`config.mk`:
```
export PLATFORM = sky130hd
export DESIGN_NAME = l1_l2_req_arb
export DESIGN_NICKNAME = d
export VERILOG_FILES = /design/src/rtl/l1_l2_arb_pkg.sv /design/src/rtl/l1_l2_req_arb.sv
export SDC_FILE = /design/constraint.sdc
export NUM_CORES = 1
export LEC_CHECK = 0
export ABC_AREA = 0
export ABC_CLOCK_PERIOD_IN_PS = 15300
export BUFFER_PORTS_ARGS = -buffer_cell sky130_fd_sc_hd__buf_2
export CAP_MARGIN = 20
export CORE_AREA = 2 2 308 310
export DETAILED_ROUTE_END_ITERATION = 16
export DIE_AREA = 0 0 310 312
export GPL_TIMING_DRIVEN = 1
export PLACE_DENSITY = 0.4
export SETUP_SLACK_MARGIN = 0.3
export SLEW_MARGIN = 15
export SYNTH_ARGS = -nofsm -noshare
export SYNTH_HDL_FRONTEND = slang
export SYNTH_SLANG_ARGS = --single-unit
export TNS_END_PERCENT = 50
```
`constraint.sdc`:
```
create_clock -name clk -period 15.3 [get_ports clk]
set_clock_uncertainty 0.2 [all_clocks]
set_input_delay 0.765 -clock clk [delete_from_list [all_inputs] [get_ports clk]]
set_output_delay 0.765 -clock clk [all_outputs]
set_load 0.1 [all_outputs]
```
`src/rtl/l1_l2_arb_pkg.sv`:
```
// rtl/l1_l2_arb_pkg.sv - shared types and line opcodes for the L1-to-L2 request arbiter
package l1_l2_arb_pkg;

   typedef enum logic [1:0] {
      ARB_IDLE     = 2'd0,
      ARB_ISSUE    = 2'd1,
      ARB_WAIT_RSP = 2'd2
   } arb_state_t;

   typedef enum logic {
      OWN_I = 1'b0,
      OWN_D = 1'b1
   } arb_owner_t;

   // Line opcodes understood by the L1s and the L2
   localparam logic [3:0] MEM_LD_CL = 4'd7;
   localparam logic [3:0] MEM_ST_CL = 4'd8;

endpackage

```
`src/rtl/l1_l2_req_arb.sv`:
```
// rtl/l1_l2_req_arb.sv - round-robin I/D arbiter for the single outstanding L1-to-L2 line request
module l1_l2_req_arb
   import l1_l2_arb_pkg::*;
#(
   parameter int ADDR_W = 64,
   parameter int CL_W   = 128
) (
   input  logic              clk,
   input  logic              reset,
   input  logic              l1i_req,
   input  logic [ADDR_W-1:0] l1i_addr,
   output logic              l1i_ack,
   output logic              l1i_rsp_valid,
   input  logic              l1d_req,
   input  logic [ADDR_W-1:0] l1d_addr,
   input  logic [3:0]        l1d_opcode,
   input  logic [CL_W-1:0]   l1d_store_data,
   output logic              l1d_ack,
   output logic              l1d_rsp_valid,
   output logic [CL_W-1:0]   l1_rsp_data,
   output logic              l2_req_valid,
   output logic [ADDR_W-1:0] l2_req_addr,
   output logic [3:0]        l2_req_opcode,
   output logic [CL_W-1:0]   l2_req_store_data,
   input  logic              l2_req_ready,
   input  logic              l2_rsp_valid,
   input  logic [CL_W-1:0]   l2_rsp_data,
   input  logic              flush_hold,
   output logic              arb_idle,
   output logic              proto_err,
   output logic [31:0]       grants_i,
   output logic [31:0]       grants_d
);

   arb_state_t state;
   arb_owner_t owner;
   arb_owner_t last_grant;
   arb_owner_t pick;

   // On a tie the side that did not win last time takes the grant
   function automatic arb_owner_t rr_pick(input logic req_i, input logic req_d,
                                          input arb_owner_t last);
      if (req_i && req_d)
         return (last == OWN_I) ? OWN_D : OWN_I;
      else if (req_d)
         return OWN_D;
      else
         return OWN_I;
   endfunction

   assign pick = rr_pick(l1i_req, l1d_req, last_grant);

   always_ff @(posedge clk or posedge reset) begin
      if (reset) begin
         state             <= ARB_IDLE;
         owner             <= OWN_I;
         last_grant        <= OWN_I;
         l1i_ack           <= 1'b0;
         l1d_ack           <= 1'b0;
         l2_req_addr       <= '0;
         l2_req_opcode     <= '0;
         l2_req_store_data <= '0;
         proto_err         <= 1'b0;
         grants_i          <= '0;
         grants_d          <= '0;
      end else begin
         l1i_ack <= 1'b0;
         l1d_ack <= 1'b0;
         if (l2_rsp_valid && state != ARB_WAIT_RSP)
            proto_err <= 1'b1;
         case (state)
            ARB_IDLE: begin
               if (!flush_hold && (l1i_req || l1d_req)) begin
                  owner      <= pick;
                  last_grant <= pick;
                  state      <= ARB_ISSUE;
                  if (pick == OWN_D) begin
                     l1d_ack           <= 1'b1;
                     l2_req_addr       <= l1d_addr;
                     l2_req_opcode     <= l1d_opcode;
                     l2_req_store_data <= l1d_store_data;
                     grants_d          <= grants_d + 32'd1;
                  end else begin
                     l1i_ack           <= 1'b1;
                     l2_req_addr       <= l1i_addr;
                     l2_req_opcode     <= MEM_LD_CL;
                     l2_req_store_data <= '0;
                     grants_i          <= grants_i + 32'd1;
                  end
               end
            end
            ARB_ISSUE: begin
               if (l2_req_ready)
                  state <= ARB_WAIT_RSP;
            end
            ARB_WAIT_RSP: begin
               if (l2_rsp_valid)
                  state <= ARB_IDLE;
            end
            default: state <= ARB_IDLE;
         endcase
      end
   end

   assign l2_req_valid  = (state == ARB_ISSUE);
   assign arb_idle      = (state == ARB_IDLE);
   assign l1i_rsp_valid = (state == ARB_WAIT_RSP) && (owner == OWN_I) && l2_rsp_valid;
   assign l1d_rsp_valid = (state == ARB_WAIT_RSP) && (owner == OWN_D) && l2_rsp_valid;
   assign l1_rsp_data   = l2_rsp_data;

endmodule

```
# After elaboration in Yosys (flattened, before gate mapping)
# Index checks and enable logic that the tools add are counted.
# totals
inputBits	395
out_inout_bits	395
register_bits	266
# classes
n_eq_ne	6
mux	16
n_bitwise	2
add_sub_neg	2
reduce_logical	14
# op_table
op	count
two-way mux 128 bit	1
adder 32 x 1 -> 32 bit, second input constant	2
two-way mux 64 bit	1
two-way mux 1 bit	9
AND reduction 3 bit	3
logical AND 1 bit	7
two-way mux 2 bit	3
one-hot mux 2 bit (3 select lines)	1
two-way mux 4 bit	1
inequality test 2 x 1 -> 1 bit, second input constant	2
inequality test 2 bit, second input constant	2
== test 2 x 1 -> 1 bit, second input constant	1
== test 2 bit, second input constant	1
logical NOT 2 bit	1
inverter 1 bit	2
AND reduction 2 bit	1
logical NOT 1 bit	1
logical OR 1 bit	1

# Longest topological paths before layout
# depth
ltp_word	5
ltp_mapped	7
depth_no_buf	5

# Least setup slack after synthesis
# OpenSTA, ideal clock, no wires.
# synth_path
path_type	input to output
startpoint	input l2_rsp_valid
endpoint	output l1i_rsp_valid
arrival_ps	2947
path_stages	1
setup_slack_ps	11388
cell_sequence	nor3b_1
# synth_via
elab_chain_len	1
# synth_rtl
element	line_no	text
start, declared	l1_l2_req_arb.sv:26	input logic l2_rsp_valid,
logical AND 1 bit	l1_l2_req_arb.sv:107	assign l1i_rsp_valid = (state == ARB_WAIT_RSP) && (owner == OWN_I) && l2_rsp_valid;
end, declared	l1_l2_req_arb.sv:13	output logic l1i_rsp_valid,
# Every way passes these cells.

# Worst setup path after layout
# layout_path
startpoint	register state[0]
endpoint	register l2_req_store_data[95]
# layout_via
elab_chain_len	2
# layout_rtl
element	line_no	text
start, declared	l1_l2_req_arb.sv:35	arb_state_t state;
start signal, assigned	l1_l2_req_arb.sv:55	state <= ARB_IDLE;
start signal, assigned	l1_l2_req_arb.sv:76	state <= ARB_ISSUE;
start signal, assigned	l1_l2_req_arb.sv:94	state <= ARB_WAIT_RSP;
logical NOT 2 bit	l1_l2_req_arb.sv:71	case (state)
AND reduction 2 bit (no line)	n/a	
end signal, assigned	l1_l2_req_arb.sv:81	l2_req_store_data <= l1d_store_data;
end, declared	l1_l2_req_arb.sv:24	output logic [CL_W-1:0] l2_req_store_data,
# Every way passes these cells.
# A chain may end at the register's enable or synchronous reset.

==> impl_metrics.env <==
export IMPL_status="finished, final reports clean"
export IMPL_die_h_um=312
export IMPL_min_period_ps=3080
export IMPL_critPathLaunchType="flip-flop"
export IMPL_netlist_area_mm2=0.0114
export IMPL_synth_top_area_cell="dfrtp_1"
export IMPL_setup_viol=0
export IMPL_syn_nets=1332
export IMPL_finalMaxSlewViolations=0
export IMPL_port_buffer_count=533
export IMPL_hold_viol_final=0
export IMPL_path_clk_slew_ps=60
export IMPL_drc=0
export IMPL_ctsLongestPathBuffers=3
export IMPL_cap_violations=0
export IMPL_synthArstFlopShare_pct=100
export IMPL_cts_resized=0
export IMPL_synth_edf_count=0
export IMPL_relSlewSlack_pct=22.2
export IMPL_grt_util_met1_pct=9.45
export IMPL_dp_hpwl_mm=31.8
export IMPL_reg2reg_depth=5
export IMPL_rsz0062_at_grt="false"
export IMPL_grt_pass1_vias=9630
export IMPL_wl_mm=43.2
export IMPL_first_pass_iters=8
export IMPL_crit_path_max_fanout=79
export IMPL_layout_nets=1729
export IMPL_drt_iter0_drc=912
export IMPL_regArea_mm2=0.00666
export IMPL_grt_met2_usage_pct=14.2
export IMPL_synth_flop_cell="dfrtp_1"
export IMPL_initial_core_util_pct=12.2
export IMPL_htree_levels=2
export IMPL_required_ps=15570
export IMPL_dieArea_mm2=0.0967
export IMPL_crit_chain="nor3_1 > nand2_1 > inv_6 > buf_4 > a22o_1"
export IMPL_clk_latency_ps=540
export IMPL_yosysWarnings=0
export IMPL_grt_overflow_total=0
export IMPL_fin_tns_setup_ps=0
export IMPL_regToRegSetupSlack_ps=12220
export IMPL_die_w_um=310
export IMPL_crit_slowest_cell="buf_4"
export IMPL_slowest_delay_ps=680
export IMPL_grt_max_degree=100
export IMPL_num_vias=9099
export IMPL_grt_util_all_layers_pct=8.40
export IMPL_crit_path_end_kind="flip-flop"
export IMPL_wl_per_cell_um=16.5
export IMPL_post_cts_buffers=0
export IMPL_vias_per_cell=3.48
export IMPL_seq_area_frac_synth_pct=58.5
export IMPL_cts_tree="done"
export IMPL_crit_end="l2_req_store_data[95]"
export IMPL_finalCritPeriodShare_pct=20.2
export IMPL_use_met3_pct=3.33
export IMPL_top_usage_layer="met2"
export IMPL_r2r_start="state[0]"
export IMPL_io_pins=790
export IMPL_avgSynthCellArea_um2=12.2
export IMPL_fmax_mhz=324
export IMPL_ys_ff_latch=266
export IMPL_syn_inst=935
export IMPL_critPathKind="flip-flop to flip-flop"
export IMPL_synth_top_cell_area_share_pct=58.5
export IMPL_numCtsBuffers=34
export IMPL_antenna_left=0
export IMPL_synth_cell_types=41
export IMPL_core_area_mm2=0.0930
export IMPL_min_path_type="primary input to asynchronous set/reset pin"
export IMPL_grt_pass1_wl_mm=61.6
export IMPL_synthTopCellsByArea="dfrtp_1 59%, a22o_1 9.9%, buf_4 8.4%"
export IMPL_fill_cells=10459
export IMPL_clock_root_buffer="clkbuf_16"
export IMPL_critPathLaunch="state[0]"
export IMPL_clock_sinks=266
export IMPL_tightest_slew_ps=1170
export IMPL_worstPathArrival_ps=3350
export IMPL_drive_above_1_share_pct=45.2
export IMPL_antenna_found_initial=7
export IMPL_multi_input_area_mm2=0.00327
export IMPL_rows=112
export IMPL_holdBufCountCts=0
export IMPL_r2r_end="l2_req_store_data[95]"
export IMPL_gp_congestion=0.896
export IMPL_area_growth_pct=38.4
[cells in the mapped netlist, types with 2 or more instances]
master	number
a222oi_1	64
a22o_1	129
and2_1	2
and3_1	6
and4_1	5
and4b_1	2
buf_1	6
buf_2	2
buf_4	128
clkbuf_1	47
dfrtp_1	266
ha_1	2
inv_1	76
nand2_1	23
nand2b_1	2
nand3_1	23
nand4_1	22
nor2_1	17
nor3_1	11
nor3_2	4
nor4_1	15
nor4_4	2
o22a_1	3
xnor2_1	34
xor2_1	28
[routing by layer]
layer	up-vias	share of wire [%]
met4	6	3.2
met5	-	0.083
met3	92	9.7
met2	414	49
li1	4062	-
met1	4525	38
[how the worst min path moves through the flow]
stage                                         to  startpoint  cells past startpoint
after floorplan                       last_grant  last_grant                      2
after global placement                 proto_err   proto_err                      1
after global routing      l2_req_store_data[105]       reset                      2
after CTS                 l2_req_store_data[105]       reset                      2
final                            l2_req_addr[62]       reset                      2
after detailed placement               proto_err   proto_err                      1
[state kept, by name (all words and copies together), names as in the netlist]
signal,flops
state,2
l1d_ack,1
last_grant,1
l1i_ack,1
l2_req_opcode,4
l2_req_store_data,128
proto_err,1
l2_req_addr,64
grants_d,32
grants_i,32
[kinds of logic after synthesis]
logic type	count (synthesis)	share of synthesized area, %
buf+inv	261	12.9
flops	266	58.5
xor+xnor	62	4.77
mux	1	0.0990
simple gates	141	7.29
compound gates	202	16.2
fa+ha+maj	2	0.220
[critical path: cells and delay by family, from the launching register on]
family,cells,cell delay (ps)
AOI/OAI and AO/OA,1,240
buffers and inverters,2,990
DFF,1,420
and+or+nand+nor,2,1010
[metrics by stage]
step           std cells  utilization [%]  instance area [um2]  worst slack, ps  hold WS [ps]
3_5_place_dp        2549             15.6                14500            11470           249
3_3_place_gp        2548             15.6                14500            11560           234
6_report            2611             16.9                15700            12220          95.2
5_1_grt             2610             16.9                15700            11970           145
4_1_cts             2608             16.9                15700            11860          93.6
2_1_floorplan        935                -                11400             7010           334
[cell type report]
type                            instances  share of cell area (%)
Sequential cell                       266                    42.3
Multi-Input combinational cell        408                    20.8
Antenna cell                            2                  0.0318
Tap cell                             1254                    9.96
Clock buffer                           47                    6.24
Inverter                               77                    1.91
Clock inverter                         12                    1.19
Timing Repair Buffer                  545                    17.6
[cell usage in the layout (no fill, tap or decap), types with 6 or more instances in the layout]
cell and count:
a22o_1 129, dfrtp_1 266, inv_1 75, buf_2 533, nand2_1 23, buf_4 11, clkinv_2 6, xnor2_1 34
clkbuf_16 37, nand4_1 22, xor2_1 28, nor4_1 14, nor2_1 17, nand3_1 23, a222oi_1 64, nor3_1 11
clkbuf_1 8
Power is left out: the tool's default activity adds up to more than one toggle a clock period on the data nets, which glitch-free logic cannot reach.
